===== src/rtl/ritc_align_pkg.sv =====
// Shared types and helpers for the multi-channel RITC alignment buffer.
// Holds the FSM state encoding, default sizing and the start-threshold clamp.
package ritc_align_pkg;

  localparam int DEPTH_LOG2_DEF = 2;
  localparam int PTR_W_DEF      = DEPTH_LOG2_DEF + 1;

  typedef enum logic {
    ST_FILL,
    ST_RUN
  } state_t;

  // A threshold of 0 would start reading from empty rings, so it behaves as 1.
  function automatic int unsigned clamp_thresh(input int unsigned thresh,
                                               input int unsigned depth);
    if (thresh == 0)
      return 1;
    else if (thresh > depth)
      return depth;
    else
      return thresh;
  endfunction

endpackage


===== src/rtl/ritc_align_chan.sv =====
// One channel of the alignment buffer: a ring with wrap-bit pointers.
// Reports overflow/underflow combinationally so the top can flush every channel.
module ritc_align_chan
  import ritc_align_pkg::*;
#(
  parameter int WIDTH      = 4,
  parameter int DEPTH_LOG2 = DEPTH_LOG2_DEF
) (
  input  logic                  clk,
  input  logic                  rst,
  input  logic                  flush,
  input  logic                  wr_en,
  input  logic                  rd_en,
  input  logic [WIDTH-1:0]      wr_data,
  output logic [WIDTH-1:0]      rd_data,
  output logic [DEPTH_LOG2:0]   level,
  output logic                  ovf,
  output logic                  unf
);

  localparam int DEPTH = 1 << DEPTH_LOG2;
  localparam logic [DEPTH_LOG2:0] FULL = DEPTH[DEPTH_LOG2:0];

  logic [WIDTH-1:0]    mem [DEPTH];
  logic [DEPTH_LOG2:0] wr_ptr;
  logic [DEPTH_LOG2:0] rd_ptr;

  assign level   = wr_ptr - rd_ptr;
  assign rd_data = mem[rd_ptr[DEPTH_LOG2-1:0]];

  // A full ring may still accept a write when the same edge frees a slot.
  assign ovf = wr_en && !rd_en && (level == FULL);
  assign unf = rd_en && (level == '0);

  always_ff @(posedge clk) begin
    if (rst || flush) begin
      wr_ptr <= '0;
      rd_ptr <= '0;
    end else begin
      if (wr_en)
        wr_ptr <= wr_ptr + 1'b1;
      if (rd_en)
        rd_ptr <= rd_ptr + 1'b1;
    end
  end

  always_ff @(posedge clk) begin
    if (wr_en && !flush && !rst)
      mem[wr_ptr[DEPTH_LOG2-1:0]] <= wr_data;
  end

endmodule


===== src/rtl/ritc_multichan_align_buffer.sv =====
// Lines up NCHAN independently-valid sample streams into one aligned output word.
// Reading starts on all channels together; any channel error flushes them all.
module ritc_multichan_align_buffer
  import ritc_align_pkg::*;
#(
  parameter int WIDTH      = 4,
  parameter int NCHAN      = 3,
  parameter int DEPTH_LOG2 = DEPTH_LOG2_DEF
) (
  input  logic                    CLK,
  input  logic                    RST,
  input  logic [NCHAN*WIDTH-1:0]  DATA_IN,
  input  logic [NCHAN-1:0]        VALID_IN,
  input  logic [DEPTH_LOG2:0]     THRESH,
  input  logic                    CLR_ERR,
  output logic [NCHAN*WIDTH-1:0]  DATA_OUT,
  output logic                    VALID_OUT,
  output logic                    RUNNING,
  output logic [NCHAN-1:0]        ERR_OVF,
  output logic [NCHAN-1:0]        ERR_UNF
);

  localparam int DEPTH = 1 << DEPTH_LOG2;
  localparam int PTR_W = DEPTH_LOG2 + 1;

  state_t                 state;
  state_t                 state_next;
  logic [PTR_W-1:0]       level [NCHAN];
  logic [NCHAN-1:0]       ovf;
  logic [NCHAN-1:0]       unf;
  logic [NCHAN*WIDTH-1:0] rd_word;
  logic [PTR_W-1:0]       thr_eff;
  logic                   all_ready;
  logic                   rd_en;
  logic                   err;

  for (genvar c = 0; c < NCHAN; c++) begin : g_chan
    ritc_align_chan #(
      .WIDTH      (WIDTH),
      .DEPTH_LOG2 (DEPTH_LOG2)
    ) u_chan (
      .clk     (CLK),
      .rst     (RST),
      .flush   (err),
      .wr_en   (VALID_IN[c]),
      .rd_en   (rd_en),
      .wr_data (DATA_IN[c*WIDTH +: WIDTH]),
      .rd_data (rd_word[c*WIDTH +: WIDTH]),
      .level   (level[c]),
      .ovf     (ovf[c]),
      .unf     (unf[c])
    );
  end

  assign err = |{ovf, unf};

  always_comb begin
    thr_eff   = PTR_W'(clamp_thresh(int'(THRESH), DEPTH));
    all_ready = 1'b1;
    for (int c = 0; c < NCHAN; c++) begin
      if (level[c] < thr_eff)
        all_ready = 1'b0;
    end
  end

  always_ff @(posedge CLK) begin
    if (RST)
      state <= ST_FILL;
    else
      state <= state_next;
  end

  // The first read happens on the very edge that leaves FILL.
  always_comb begin
    state_next = state;
    rd_en      = 1'b0;
    case (state)
      ST_FILL: begin
        if (all_ready) begin
          rd_en      = 1'b1;
          state_next = ST_RUN;
        end
      end
      ST_RUN: begin
        rd_en = 1'b1;
      end
      default: begin
        state_next = ST_FILL;
      end
    endcase
    if (err)
      state_next = ST_FILL;
  end

  assign RUNNING = (state == ST_RUN);

  // DATA_OUT keeps its last word across an error so downstream sees no garbage.
  always_ff @(posedge CLK) begin
    if (RST) begin
      DATA_OUT  <= '0;
      VALID_OUT <= 1'b0;
    end else if (err) begin
      VALID_OUT <= 1'b0;
    end else if (rd_en) begin
      DATA_OUT  <= rd_word;
      VALID_OUT <= 1'b1;
    end else begin
      VALID_OUT <= 1'b0;
    end
  end

  always_ff @(posedge CLK) begin
    if (RST) begin
      ERR_OVF <= '0;
      ERR_UNF <= '0;
    end else begin
      ERR_OVF <= (CLR_ERR ? '0 : ERR_OVF) | ovf;
      ERR_UNF <= (CLR_ERR ? '0 : ERR_UNF) | unf;
    end
  end

endmodule


===== config.mk =====
export PLATFORM = sky130hd
export DESIGN_NAME = ritc_multichan_align_buffer
export DESIGN_NICKNAME = d
export VERILOG_FILES = /design/src/rtl/ritc_align_pkg.sv /design/src/rtl/ritc_align_chan.sv /design/src/rtl/ritc_multichan_align_buffer.sv
export SDC_FILE = /design/constraint.sdc
export NUM_CORES = 1
export LEC_CHECK = 0
export ABC_AREA = 1
export CAP_MARGIN = 10
export CORE_MARGIN = 2
export CORE_UTILIZATION = 61
export CTS_CLUSTER_SIZE = 24
export DETAILED_ROUTE_END_ITERATION = 7
export PLACE_DENSITY_LB_ADDON = 0.15
export REMOVE_ABC_BUFFERS = 1
export SYNTH_ARGS = -nofsm -noshare
export SYNTH_HDL_FRONTEND = slang
export SYNTH_SLANG_ARGS = --single-unit

===== constraint.sdc =====
create_clock -name CLK -period 6.7 [get_ports CLK]
set_input_delay 0.67 -clock CLK [delete_from_list [all_inputs] [get_ports CLK]]
set_output_delay 0.67 -clock CLK [all_outputs]
set_load 0.01 [all_outputs]

# Word-level counts from Yosys, hierarchy flattened
# Memories as Yosys holds them, arrays and structs flattened. A register that Yosys moved wholly into a read port is not among the register bits.
# Cells that the tools add are included.
dict set report totals {
  memories 3
  input_bits 21
  output_inout_bits 20
  ram_bits 48
  elab_cells 76
  ff_bits 26
}
# name words width read_ports rd_clocked_by_memory_dff write_ports line_no
set mem_list {}
lappend mem_list {{g_chan[0].u_chan.mem} 4 4 1 1 1 ritc_align_chan.sv:24} ;# logic [WIDTH-1:0] mem [DEPTH];
lappend mem_list {{g_chan[1].u_chan.mem} 4 4 1 1 1 ritc_align_chan.sv:24}
lappend mem_list {{g_chan[2].u_chan.mem} 4 4 1 1 1 ritc_align_chan.sv:24}
dict set report classes {
  add_sub_neg 9
  mux 17
  order_cmp 4
  bitwise_logic 4
  n_eq_ne 3
  n_reduce_logical 26
}
# op n
set op_table {}
lappend op_table {{$add 3x1->3 const B} 6}
lappend op_table {{$logic_and 1x1->1} 15}
lappend op_table {{$logic_not 3->1} 4}
lappend op_table {{$mux 1} 12}
lappend op_table {{$mux 3} 4}
lappend op_table {{$eq 3x3->1 const B} 3}
lappend op_table {{$lt 3x3->1} 3}
lappend op_table {{$sub 3x3->3} 3}
lappend op_table {{$reduce_or 7->1} 1}
lappend op_table {{$or 3x3->3} 2}
lappend op_table {{$reduce_or 6->1} 1}
lappend op_table {{$gt 3x3->1 const B} 1}
lappend op_table {{$logic_not 1->1} 3}
lappend op_table {{$not 1->1} 2}
lappend op_table {{$pmux 1 s2} 1}
lappend op_table {{$reduce_and 2->1} 1}
lappend op_table {{$logic_or 1x1->1} 1}

# Logic depth before layout (Yosys ltp)
# Gate-level depths: netlist (run 1).
dict set report depth {
  word_depth 18
  mapped_depth 22
  ltp_nobuf 22
}

# By module
# From an unflattened synthesis (run 1), not the netlist that was laid out.
dict set report hier_totals {
  cells_unflattened 489
  area_unflattened_um2 4483.0
}
# mod seq_area_each_um2 area_per_inst_um2 instances cells_each
set modules_own_cells {}
lappend modules_own_cells {ritc_align_chan 640.6 1157.4 3 116}
lappend modules_own_cells {ritc_multichan_align_buffer 380.4 1011.0 1 141}

# Worst setup path after synthesis (run 1)
# OpenSTA, ideal clock, no wires.
dict set report synth_timing {
  kind {register -> register}
  start {register g_chan[2].u_chan.wr_ptr[0]}
  end {memory g_chan[0].u_chan.mem[3][0], enable pin}
  synth_period_minus_slack_ns 3.125
  path_slack_ns 3.575
  t_arrival_ns 2.796
  setup_ns 0.329
  stages_incl_launch_ff 22
  path_buffers 1
  required_time_ns 6.371
  cell_sequence {dfxtp_1 inv_1 ha_1 fa_1 xnor2_1 nand2_1 nand2_1 inv_1 ha_1 nand3_1 nand2_1 inv_1 o21ai_2 nand3_2 nand2_4 inv_4 nand2_4 nand2_2 nor2_2 nand2_2 buf_6 nor2_1}
}
dict set report synth_between {
  elab_chain_len 14
  word_cells_on_any_way 23
  classes_between {add/sub (1); order compare (1); eq/ne (1); mux (5); reduce/logical (15)}
}
# element line_no
set synth_rtl {}
lappend synth_rtl {{from (decl)} ritc_align_chan.sv:25} ;# logic [DEPTH_LOG2:0] wr_ptr;
lappend synth_rtl {{from (signal assigned)} ritc_align_chan.sv:41} ;# wr_ptr <= wr_ptr + 1'b1;
lappend synth_rtl {{$sub 3x3->3 *} ritc_align_chan.sv:28} ;# assign level = wr_ptr - rd_ptr;
lappend synth_rtl {{$lt 3x3->1} ritc_multichan_align_buffer.sv:61} ;# if (level[c] < thr_eff)
lappend synth_rtl {{$mux 1} ritc_multichan_align_buffer.sv:61}
lappend synth_rtl {{$mux 1} ritc_multichan_align_buffer.sv:79} ;# if (all_ready) begin
lappend synth_rtl {{$pmux 1 s2} ritc_multichan_align_buffer.sv:77} ;# case (state)
lappend synth_rtl {{$logic_not 1->1} ritc_align_chan.sv:32} ;# assign ovf = wr_en && !rd_en && (level == FULL);
lappend synth_rtl {{$logic_and 1x1->1 (2 in series)} ritc_align_chan.sv:32}
lappend synth_rtl {{$reduce_or 6->1 *} ritc_multichan_align_buffer.sv:55} ;# assign err = |{ovf, unf};
lappend synth_rtl {{$logic_not 1->1 *} ritc_align_chan.sv:48} ;# if (wr_en && !flush && !rst)
lappend synth_rtl {{$logic_and 1x1->1 * (2 in series)} ritc_align_chan.sv:48}
lappend synth_rtl {{$mux 1 *} ritc_align_chan.sv:48}
lappend synth_rtl {{$mux 1 (not written as such) *} ritc_align_chan.sv:49} ;# mem[wr_ptr[DEPTH_LOG2-1:0]] <= wr_data;
lappend synth_rtl {{to (decl)} ritc_align_chan.sv:24}
# Mark *: on every way between the ends. The rest lies on a longest branch, timed or not.

# Worst setup path in the final report (run 1)
dict set report layout_timing {
  start {register g_chan[2].u_chan.wr_ptr[0]}
  end {memory g_chan[2].u_chan.mem[1][2], enable pin}
}
dict set report layout_between {
  elab_chain_len 14
  word_cells_on_any_way 23
  classes_between {add/sub (1); order compare (1); eq/ne (1); mux (5); reduce/logical (15)}
}
# element line_no
set layout_rtl {}
lappend layout_rtl {{$sub 3x3->3} ritc_align_chan.sv:28}
lappend layout_rtl {{$lt 3x3->1} ritc_multichan_align_buffer.sv:61}
lappend layout_rtl {{$mux 1} ritc_multichan_align_buffer.sv:61}
lappend layout_rtl {{$mux 1} ritc_multichan_align_buffer.sv:79}
lappend layout_rtl {{$pmux 1 s2} ritc_multichan_align_buffer.sv:77}
lappend layout_rtl {{$logic_not 1->1} ritc_align_chan.sv:32}
lappend layout_rtl {{$logic_and 1x1->1 (2 in series)} ritc_align_chan.sv:32}
lappend layout_rtl {{$reduce_or 6->1} ritc_multichan_align_buffer.sv:55}
lappend layout_rtl {{$logic_not 1->1} ritc_align_chan.sv:48}
lappend layout_rtl {{$logic_and 1x1->1 (2 in series)} ritc_align_chan.sv:48}
lappend layout_rtl {{$mux 1} ritc_align_chan.sv:48}
lappend layout_rtl {{$mux 1 (not written as such)} ritc_align_chan.sv:49}
lappend layout_rtl {{to (decl)} ritc_align_chan.sv:24}
# Several ways; a longest one is shown, not always the timed one.

==> flow_summary_export.csv, run 1 <==
group,metric,value,unit
routing,first_pass_iters,5,
clock_tree,cts_made_buffers,9,
sta,worstMarginPinSlew,0.560,ns
sta,drv_slew,0,
routing,ant_nets,0,
synthesis,synth_top_family_by_area,"simple AND/OR/NAND/NOR gates",
worst_setup_path,setup.worst_path.class,"reg2reg",
die,die-area,0.00720,sq mm
sta,setup_viol,0,
synthesis,synth_fa_ha_area_share,8.10,%
sta,finClkSkew,0.00686,ns
power_and_ir_drop,p_leak,1.80,nW
clock_tree,cts.sinks,85,
synthesis,yosys-mux-area-fraction,0,%
die,die_h,84.8,microns
worst_setup_path,r2r_slack,2.48,ns
worst_setup_path,reg2reg_to,"g_chan[2].u_chan.mem[1][2]$_DFFE_PP_",
synthesis,synthArstFlopShare,0,%
power_and_ir_drop,ir_drop,0.000246,V
synthesis,synthSimpleGateAreaFrac,17.8,%
routing,drt_iter0_markers,222,
sta,max_freq,0.237,GHz
die,initial_core_util,62.8,%
die,num_rows,29,
placed_design,port_buffers,40,
die,ios,41,
sta,slew_headroom,62.5,%
clock_tree,clkTransAtPathRegs,0.08,ns
final_layout,area_delta_synth_final,16.0,%
placed_design,dp_cells,529,
synthesis,synth_top_cell_area_share,36.2,%
synthesis,yosysSeqAreaShare,54.8,%
routing,routed-via-count,2834,
final_layout,final_nets,508,
final_layout,diodes,0,
final_layout,fin_area,0.00462,sq mm
worst_setup_path,critPathRequiredTime,6.73,ns
placed_design,gp_congestion,0.881,
clock_tree,cts_tree,"yes",
clock_tree,clockRootBuffer,"clkbuf_8",
worst_setup_path,arrival,4.25,ns
clock_tree,post_cts_resized,0,
sta,fin_crit_sh,63.0,%
worst_setup_path,startpoint_type,"flip-flop",
synthesis,synth_xor_area_share,1.98,%
placed_design,place_area,0.00441,sq mm
final_layout,drive_gt1_share,7.26,%
synthesis,synth_top_area_cell,"edfxtp_1",
sta,period_minus_slack,4.22,ns
synthesis,synth-edff-count,48,
global_route,grt_max_degree,24,
routing,post_drt_wl_per_cell,14.4,microns
placed_design,hpwl,5950,microns
synthesis,synthCells,425,
min_path,hp-class,"reg2reg",
worst_setup_path,crit_path_end_kind,"flip-flop",
routing,viasPerCell,5.20,
global_route,grt_pass1_wl,13100,microns
clock_tree,htreeDepth,3,
die,core,0.00635,sq mm
synthesis,synth_compound_area_share,10.7,%
synthesis,synth.area.top_cells,"edfxtp_1 36%, dfxtp_1 19%, nor2_1 7.6%, nand2_1 6.9%, ha_1 6.6%",
worst_setup_path,cp_max_fo,23,
final_layout,fillers,456,
synthesis,ys_types,32,
synthesis,syn_area_per_cell,9.38,sq um
synthesis,synth_flop_cell,"edfxtp_1",
clock_tree,cts_buffer_depth,2,
synthesis,yosysWarnings,0,
clock_tree,hold_buffers,0,
worst_setup_path,r2r_cells,20,
sta,final_hold_viol_count,0,
global_route,grt_pass1_vias,2837,
synthesis,synth_seq_cells,85,
routing,drc_errors,0,
routing,totalWireLength,7870,microns
clock_tree,cts_setup_buffers,0,
global_route,antenna_found_initial,0,
worst_setup_path,crit_end,"g_chan[2].u_chan.mem[1][2]$_DFFE_PP_",
synthesis,netlist_area,0.00399,sq mm
die,die_x,84.8,microns
final_layout,fin_cells,545,
job,cap_violations,0,
worst_setup_path,reg2reg_from,"g_chan[2].u_chan.wr_ptr[0]$_SDFFE_PP0P_",
global_route,track_usage,23.9,%
power_and_ir_drop,cellPowerDensity,367,mW/mm^2
sta,fin_tns_setup,0,ns
clock_tree,clock_latency,0.36,ns
outcome,status,"completed",
worst_setup_path,startpoint,"g_chan[2].u_chan.wr_ptr[0]$_SDFFE_PP0P_",
global_route,overflow,0,
sta,rsz0062_at_grt,"false",
-- layer usage --
layer / GRT usage, % / vias to the layer above / share of wire (%) / routed length, microns
met2: 40.7 / 68 / 50 / 3900
met4: 10.7 / 0 / 0.98 / 77
met3: 3.79 / 6 / 5.2 / 412
met5: 0 / - / 0 / 0
li1: - / 1462 / - / -
met1: 30.1 / 1298 / 44 / 3480
-- synthesized netlist by cell type, drive strengths merged, types with 2 or more instances --
cell type  count
o22ai         11
ha            21
a21oi         20
inv           50
o21ai         25
nor3           2
xor2           2
buf            8
o21bai        11
nand3         11
nor2          82
edfxtp        48
dfxtp         37
nand2         78
xnor2          7
fa             3
clkbuf         5
-- state kept, by name (all words and copies together) (netlist names) --
name / flops
g_chan.u_chan.rd_ptr: 9
g_chan.u_chan.mem: 48
ERR_OVF: 3
g_chan.u_chan.wr_ptr: 9
RUNNING: 1
ERR_UNF: 3
DATA_OUT: 12
-- power by group --
group          leakage [nW]  switching (mW)  internal, mW  total [mW]
Sequential            0.735          0.0652         0.643       0.709
Combinational         0.964           0.360         0.235       0.595
Clock                 0.100           0.181         0.211       0.392
Total                  1.80           0.606          1.09        1.70
-- through the flow --
step	power, mW	util [%]	hold WS, ns	setup WS [ns]
final	1.70	72.8	0.471	2.48
after global routing	1.82	72.8	0.494	2.12
after CTS	1.71	72.8	0.470	2.44
after global placement	1.30	69.4	0.456	2.66
after detailed placement	1.32	69.4	0.457	2.45
after floorplan	1.11	-	0.468	3.22
-- worst min-delay path by stage --
| stage | startpoint | to | slack, ns | cells after the start |
|---|---|---|---|---|
| 3_3_place_gp | ERR_OVF[2]$_SDFF_PP0_ | ERR_OVF[2]$_SDFF_PP0_ | 0.46 | 2 |
| 3_5_place_dp | ERR_OVF[0]$_SDFF_PP0_ | ERR_OVF[0]$_SDFF_PP0_ | 0.46 | 2 |
| 2_1_floorplan | g_chan[2].u_chan.wr_ptr[2]$_SDFFE_PP0P_ | g_chan[2].u_chan.wr_ptr[2]$_SDFFE_PP0P_ | 0.47 | 2 |
| 6_report | ERR_OVF[0]$_SDFF_PP0_ | ERR_OVF[0]$_SDFF_PP0_ | 0.47 | 2 |
| 5_1_grt | ERR_UNF[2]$_SDFF_PP0_ | ERR_UNF[2]$_SDFF_PP0_ | 0.49 | 2 |
| 4_1_cts | ERR_OVF[0]$_SDFF_PP0_ | ERR_OVF[0]$_SDFF_PP0_ | 0.47 | 2 |
-- cell usage in the layout (no fill, tap or decap), types with 10 or more instances in the layout --
master            n
nor2_1           81
nand2_1          73
edfxtp_1         48
inv_1            47
clkdlybuf4s50_1  40
dfxtp_1          37
o21ai_0          22
ha_1             21
a21oi_1          12
o22ai_1          11
o21bai_1         11
nand3_1          10
-- critical path, cell delays in order (launching register included) --
cell     delay (ns)
dfxtp_1        0.42
inv_1          0.11
ha_1           0.20
fa_1           0.42
xor2_1         0.16
nand2_1        0.07
nand2_1        0.08
inv_1          0.06
ha_1           0.30
nand3_1        0.10
o21ai_2        0.17
nand3_2        0.13
nand2_4        0.19
inv_4          0.10
nand2_4        0.07
nand2_2        0.17
nor2_2         0.17
nand2_2        0.34
inv_2          0.23
nand2_1        0.12
nor2_1         0.30
-- logic make-up after synthesis --
| group | count (synthesis) |
|---|---|
| flip-flops | 85 |
| AO/OA/AOI/OAI | 69 |
| XOR/XNOR | 9 |
| AND/OR/NAND/NOR | 175 |
| adder cells (fa/ha/maj) | 24 |
| buffers and inverters | 63 |
-- cell type report --
type	instances	area, sq um	area share (%)
Timing Repair Buffer	40	400	8.66
Multi-Input combinational cell	277	1540	33.3
Sequential cell	85	2180	47.2
Clock inverter	5	83.8	1.81
Inverter	50	190	4.11
Clock buffer	11	131	2.84
Tap cell	77	96.3	2.08
Note: power is estimated with default switching activity, not from simulation.
==> run 2: changes to the inputs <==
- CORE_UTILIZATION: 61 -> 56
- clock period: 6.7 -> 3.9 ns (I/O delays scaled with it)
==> run 2 against run 1 <==
Critical path depth rose by 2. Global-route usage fell by 2.3 points. Register-to-register slack got worse by 2.2 ns. Wire length fell by 1.9%. Critical path type unchanged. Largest cell class unchanged. Highest routed layer unchanged.
==> flow_summary_export.csv, run 2 (same netlist as run 1, synthesis figures left out) <==
group,metric,value,unit
placed_design,place_ws,0.309,ns
global_route,grt_max_degree,23,
clock_tree,clockRootBuffer,"clkbuf_8",
clock_tree,cts_tree,"yes",
sta,slew_headroom,63.4,%
routing,post_drt_wl_per_cell,13.6,microns
final_layout,area_delta_synth_final,17.6,%
final_layout,drive_gt1_share,8.69,%
placed_design,gp_congestion,0.810,
clock_tree,cts.sinks,85,
clock_tree,clkTransAtPathRegs,0.08,ns
final_layout,utilization,68.6,%
final_layout,fin_area,0.00468,sq mm
global_route,grt_pass1_vias,2701,
worst_setup_path,slowest_delay,0.41,ns
placed_design,hpwl,5730,microns
worst_setup_path,reg2reg_from,"g_chan[2].u_chan.wr_ptr[0]$_SDFFE_PP0P_",
placed_design,port_buffers,40,
job,cap_violations,0,
clock_tree,htreeDepth,3,
global_route,antenna_found_initial,0,
clock_tree,cts_buffer_depth,2,
routing,viasPerCell,5.09,
worst_setup_path,critPathRequiredTime,3.93,ns
sta,max_freq,0.280,GHz
clock_tree,cts_made_buffers,9,
final_layout,final_nets,512,
global_route,track_usage,21.6,%
global_route,overflow,0,
final_layout,layout_common_cells,"78 x nor2_1, 73 x nand2_1, 48 x edfxtp_1, 47 x inv_1, 40 x clkdlybuf4s50_1",
final_layout,largest_reg_flops,48,
sta,final_hold_viol_count,0,
global_route,grt_pass1_wl,12600,microns
sta,fin_crit_sh,91.7,%
final_layout,diodes,0,
worst_setup_path,setup.worst_path.class,"reg2reg",
sta,fin_ws,0.324,ns
sta,setup_viol,0,
die,core,0.00683,sq mm
min_path,hp-class,"reg2reg",
clock_tree,hold_buffers,0,
power_and_ir_drop,p_leak,1.82,nW
worst_setup_path,startpoint,"g_chan[2].u_chan.wr_ptr[0]$_SDFFE_PP0P_",
die,die_h,88.4,microns
die,num_rows,30,
sta,fin_hold_ws,0.471,ns
worst_setup_path,worstPathCellList,"inv_1 -> ha_1 -> fa_1 -> xnor2_1 -> nand2_1 -> nand2_1 -> inv_1 -> ha_1 -> nand3_1 -> nand2_1 -> inv_1 -> o21ai_2 -> nand3_2 -> nand2_4 -> inv_4 -> nand2_4 -> nand2_2 -> nor2_2 -> nand2_2 -> inv_2 -> nand2_1 -> nor2_1",
placed_design,place_area,0.00446,sq mm
die,die-area,0.00781,sq mm
power_and_ir_drop,cellPowerDensity,628,mW/mm^2
worst_setup_path,crit_path_end_kind,"flip-flop",
worst_setup_path,crit_path_top_delay_cell,"fa_1",
power_and_ir_drop,ir_drop,0.000395,V
worst_setup_path,startpoint_type,"flip-flop",
min_path,min_from,"ERR_UNF[2]$_SDFF_PP0_",
sta,period_minus_slack,3.58,ns
sta,rsz0062_at_grt,"true",
die,initial_core_util,58.3,%
outcome,status,"completed",
routing,ant_nets,0,
sta,worstMarginPinSlew,0.548,ns
sta,drv_slew,0,
routing,totalWireLength,7720,microns
die,die_x,88.4,microns
routing,drc_errors,0,
die,ios,41,
routing,first_pass_iters,4,
routing,drt_iter0_markers,114,
final_layout,final_common_cell,"nor2_1",
worst_setup_path,path_common_cell,"nand2_1",
worst_setup_path,arrival,3.60,ns
sta,finClkSkew,0.00942,ns
clock_tree,clock_latency,0.35,ns
worst_setup_path,cp_max_fo,17,
routing,routed-via-count,2889,
[run 2: what timing repair did]
item / in CTS / in global routing
resized for setup: 0 / 3
setup buffers: 0 / 0
endpoints found under the setup margin: 0 / 17
[run 2: per-stage QoR]
step	power, mW	cells	TNS, ns
final	2.94	568	0
after global routing	3.15	568	-0.0259
after CTS	2.95	568	0
after detailed placement	2.28	552	0
after global placement	2.26	552	0
after floorplan	1.91	412	0
[run 2: worst paths after layout]
check	endpoint	slack [ns]	depth (start not counted)
max	g_chan[0].u_chan.mem[0][1]$_DFFE_PP_	0.32	22
min	ERR_UNF[2]$_SDFF_PP0_	0.47	2
max reg2reg	g_chan[0].u_chan.mem[0][1]$_DFFE_PP_	0.32	22
min reg2reg	ERR_UNF[2]$_SDFF_PP0_	0.47	2
[run 2: cell type report]
class | instances | area (sq um)
Clock inverter | 6 | 87.6
Timing Repair Buffer | 44 | 430
Tap cell | 96 | 120
Clock buffer | 10 | 128
Sequential cell | 85 | 2180
Multi-Input combinational cell | 277 | 1550
Inverter | 50 | 190
Fill cell | 539 | 2150
[run 2: layer usage]
metal,routed length [microns],track usage (%)
met3,337,5.04
met2,3790,35.9
met1,3460,27.6
met5,0,0
met4,123,7.99
[run 2: power by group]
part | internal (mW) | switching (mW)
combinational | 0.425 | 0.650
clock | 0.361 | 0.310
sequential | 1.11 | 0.0892
total | 1.89 | 1.05
[run 2: worst max-delay path: cells and delay by family, from the launching register on]
family | cells | cell delay, ns
buf+inv | 5 | 0.40
compound gates | 1 | 0.05
simple gates | 12 | 1.33
xor+xnor | 1 | 0.16
flops | 1 | 0.40
fa+ha+maj | 3 | 0.91
==> RTL edit: new RTL, config.mk and constraints of run 2 <==
Put one more register stage on the output `DATA_OUT`, without a reset. The value now appears one clock later. The other outputs are not delayed to match.
--- a/src/rtl/ritc_multichan_align_buffer.sv
+++ b/src/rtl/ritc_multichan_align_buffer.sv
@@ -22,6 +22,8 @@
 
   localparam int DEPTH = 1 << DEPTH_LOG2;
   localparam int PTR_W = DEPTH_LOG2 + 1;
+
+  logic [NCHAN*WIDTH-1:0] DATA_OUT_s0;
 
   state_t                 state;
   state_t                 state_next;
@@ -97,12 +99,12 @@
   // DATA_OUT keeps its last word across an error so downstream sees no garbage.
   always_ff @(posedge CLK) begin
     if (RST) begin
-      DATA_OUT  <= '0;
+      DATA_OUT_s0 <= '0;
       VALID_OUT <= 1'b0;
     end else if (err) begin
       VALID_OUT <= 1'b0;
     end else if (rd_en) begin
-      DATA_OUT  <= rd_word;
+      DATA_OUT_s0 <= rd_word;
       VALID_OUT <= 1'b1;
     end else begin
       VALID_OUT <= 1'b0;
@@ -119,5 +121,9 @@
     end
   end
 
+  always_ff @(posedge CLK) begin
+    DATA_OUT <= DATA_OUT_s0;
+  end
+
 endmodule
 
Check against the original RTL: not equivalent (Yosys sat finds a counterexample within 4 cycles, from zero or initial values and one cycle with RST high).
==> RTL edit against run 2 <==
Routed wire length rose by 8.2%; cell area up 7.8%; sequential cell count grew 12; combinational power up 7%; clock power grew 24%; sequential share of layout area is 1.4 points higher; total power increased by 14%; synthesized area increased by 6.9%; setup slack worse by 73 ps; core utilization grew 0.66 points; largest cell class unchanged; largest power group unchanged.
==> RTL edit: results <==
export IMPL_r2r_slack_ps=250
export IMPL_fin_skew_ps=11.2
export IMPL_gp_congestion=0.798
export IMPL_drive_above_1_share_pct=12.8
export IMPL_crit_slowest_cell="dfxtp_1"
export IMPL_outcome="finished clean"
export IMPL_synth_area_leaders="edfxtp_1, dfxtp_1, nand2_1, ha_1, nor2_1"
export IMPL_vdd_drop_max_mv=0.360
export IMPL_relSlewSlack_pct=64.8
export IMPL_path_clk_slew_ps=100
export IMPL_cts_root_buffer="clkbuf_8"
export IMPL_critPathMaxFanout=17
export IMPL_drt_first_iter_violations=100
export IMPL_hpwl_um=5930
export IMPL_ys_seq_area_share_pct=56.9
export IMPL_cts_buffer_depth=2
export IMPL_diodes=0
export IMPL_track_usage_pct=20.8
export IMPL_power_internal_mw=2.20
export IMPL_worstPathArrival_ps=3680
export IMPL_power_leakage_nw=1.97
export IMPL_dp_worst_setup_slack_ps=293
export IMPL_routed_wl_um=8350
export IMPL_grt_pass1_vias=2920
export IMPL_max_freq_mhz=274
export IMPL_timing_rr_end="g_chan[0].u_chan.mem[1][2]"
export IMPL_synthTopCellsByCount="nand2_1, nor2_1, dfxtp_1"
export IMPL_final_nets=526
export IMPL_cts_setup_buffers=0
export IMPL_synth_main_ff_cell="dfxtp_1"
export IMPL_placed_area_sq_um=4760
export IMPL_grt_max_degree=18
export IMPL_yosys_cell_types_count=33
export IMPL_grt_pass1_wl_um=13500
export IMPL_vias_per_cell=5.09
[RTL edit: cell count changes after synthesis, moves of 2 or more]
| cell | before | now |
|---|---|---|
| dfxtp_1 | 37 | 49 |
| nand2_2 | 3 | 8 |
| nor2_1 | 81 | 67 |
| nor2_2 | 1 | 12 |
| o21ai_0 | 22 | 20 |
[RTL edit: critical path, delay by kind of cell (launching register included)]
family,cells,cell delay (ps)
simple gates,12,1320
fa+ha+maj,3,920
buf+inv,5,430
flops,1,420
xor+xnor,1,180
compound gates,1,50
[RTL edit: worst min-delay path by stage]
stage / from / end / depth (start not counted)
2_1_floorplan: DATA_OUT_s0[0] / DATA_OUT[0] / 0
3_3_place_gp: DATA_OUT_s0[4] / DATA_OUT[4] / 0
3_5_place_dp: DATA_OUT_s0[2] / DATA_OUT[2] / 0
4_1_cts: DATA_OUT_s0[4] / DATA_OUT[4] / 0
5_1_grt: DATA_OUT_s0[4] / DATA_OUT[4] / 0
6_report: DATA_OUT_s0[4] / DATA_OUT[4] / 0
[RTL edit: kinds of logic (layout without fill, tap and decap cells)]
family                   Yosys count  count (layout)  synth area share [%]
AND/OR/NAND/NOR                  177             177                  17.8
flip-flops                        97              97                  56.9
AO/OA/AOI/OAI                     67              67                  9.84
buffers and inverters             62             112                  6.11
adder cells (fa/ha/maj)           24              24                  7.58
XOR/XNOR                           9               9                  1.85
[RTL edit: power by group through the flow]
stage	clock network (mW)	logic, mW	registers (mW)
final	0.834	1.15	1.37
after global routing	0.875	1.28	1.39
after CTS	0.837	1.15	1.37
after detailed placement	0	1.13	1.39
after global placement	0	1.11	1.38
after floorplan	0	0.718	1.41
[RTL edit: what timing repair did]
| item | in CTS | in global routing |
|---|---|---|
| setup endpoints to repair | 0 | 21 |
| resized for setup | 0 | 4 |
| hold buffers | 0 | 0 |
[RTL edit: final cells by class]
type                            count  area (sq um)
Timing Repair Buffer               46           445
Inverter                           50           190
Multi-Input combinational cell    277          1590
Tap cell                           99           124
Clock inverter                      2          41.3
Clock buffer                       14           238
Fill cell                         585          2240
Sequential cell                    97          2420
[RTL edit: layer usage]
layer / vias to the layer above / global-route usage [%] / share of wire, %
met5: - / 0 / 0
met4: 0 / 9.60 / 2.4
met3: 19 / 4.56 / 5.0
met2: 66 / 34.5 / 49
met1: 1388 / 26.0 / 43
li1: 1507 / - / -
[RTL edit: through the flow]
| step | instances | TNS (ps) | hold slack (ps) |
|---|---|---|---|
| floorplan | 424 | 0 | 325 |
| global placement | 569 | 0 | 331 |
| detailed placement | 569 | 0 | 332 |
| CTS | 585 | 0 | 349 |
| global route | 585 | -310 | 359 |
| finish | 585 | 0 | 342 |
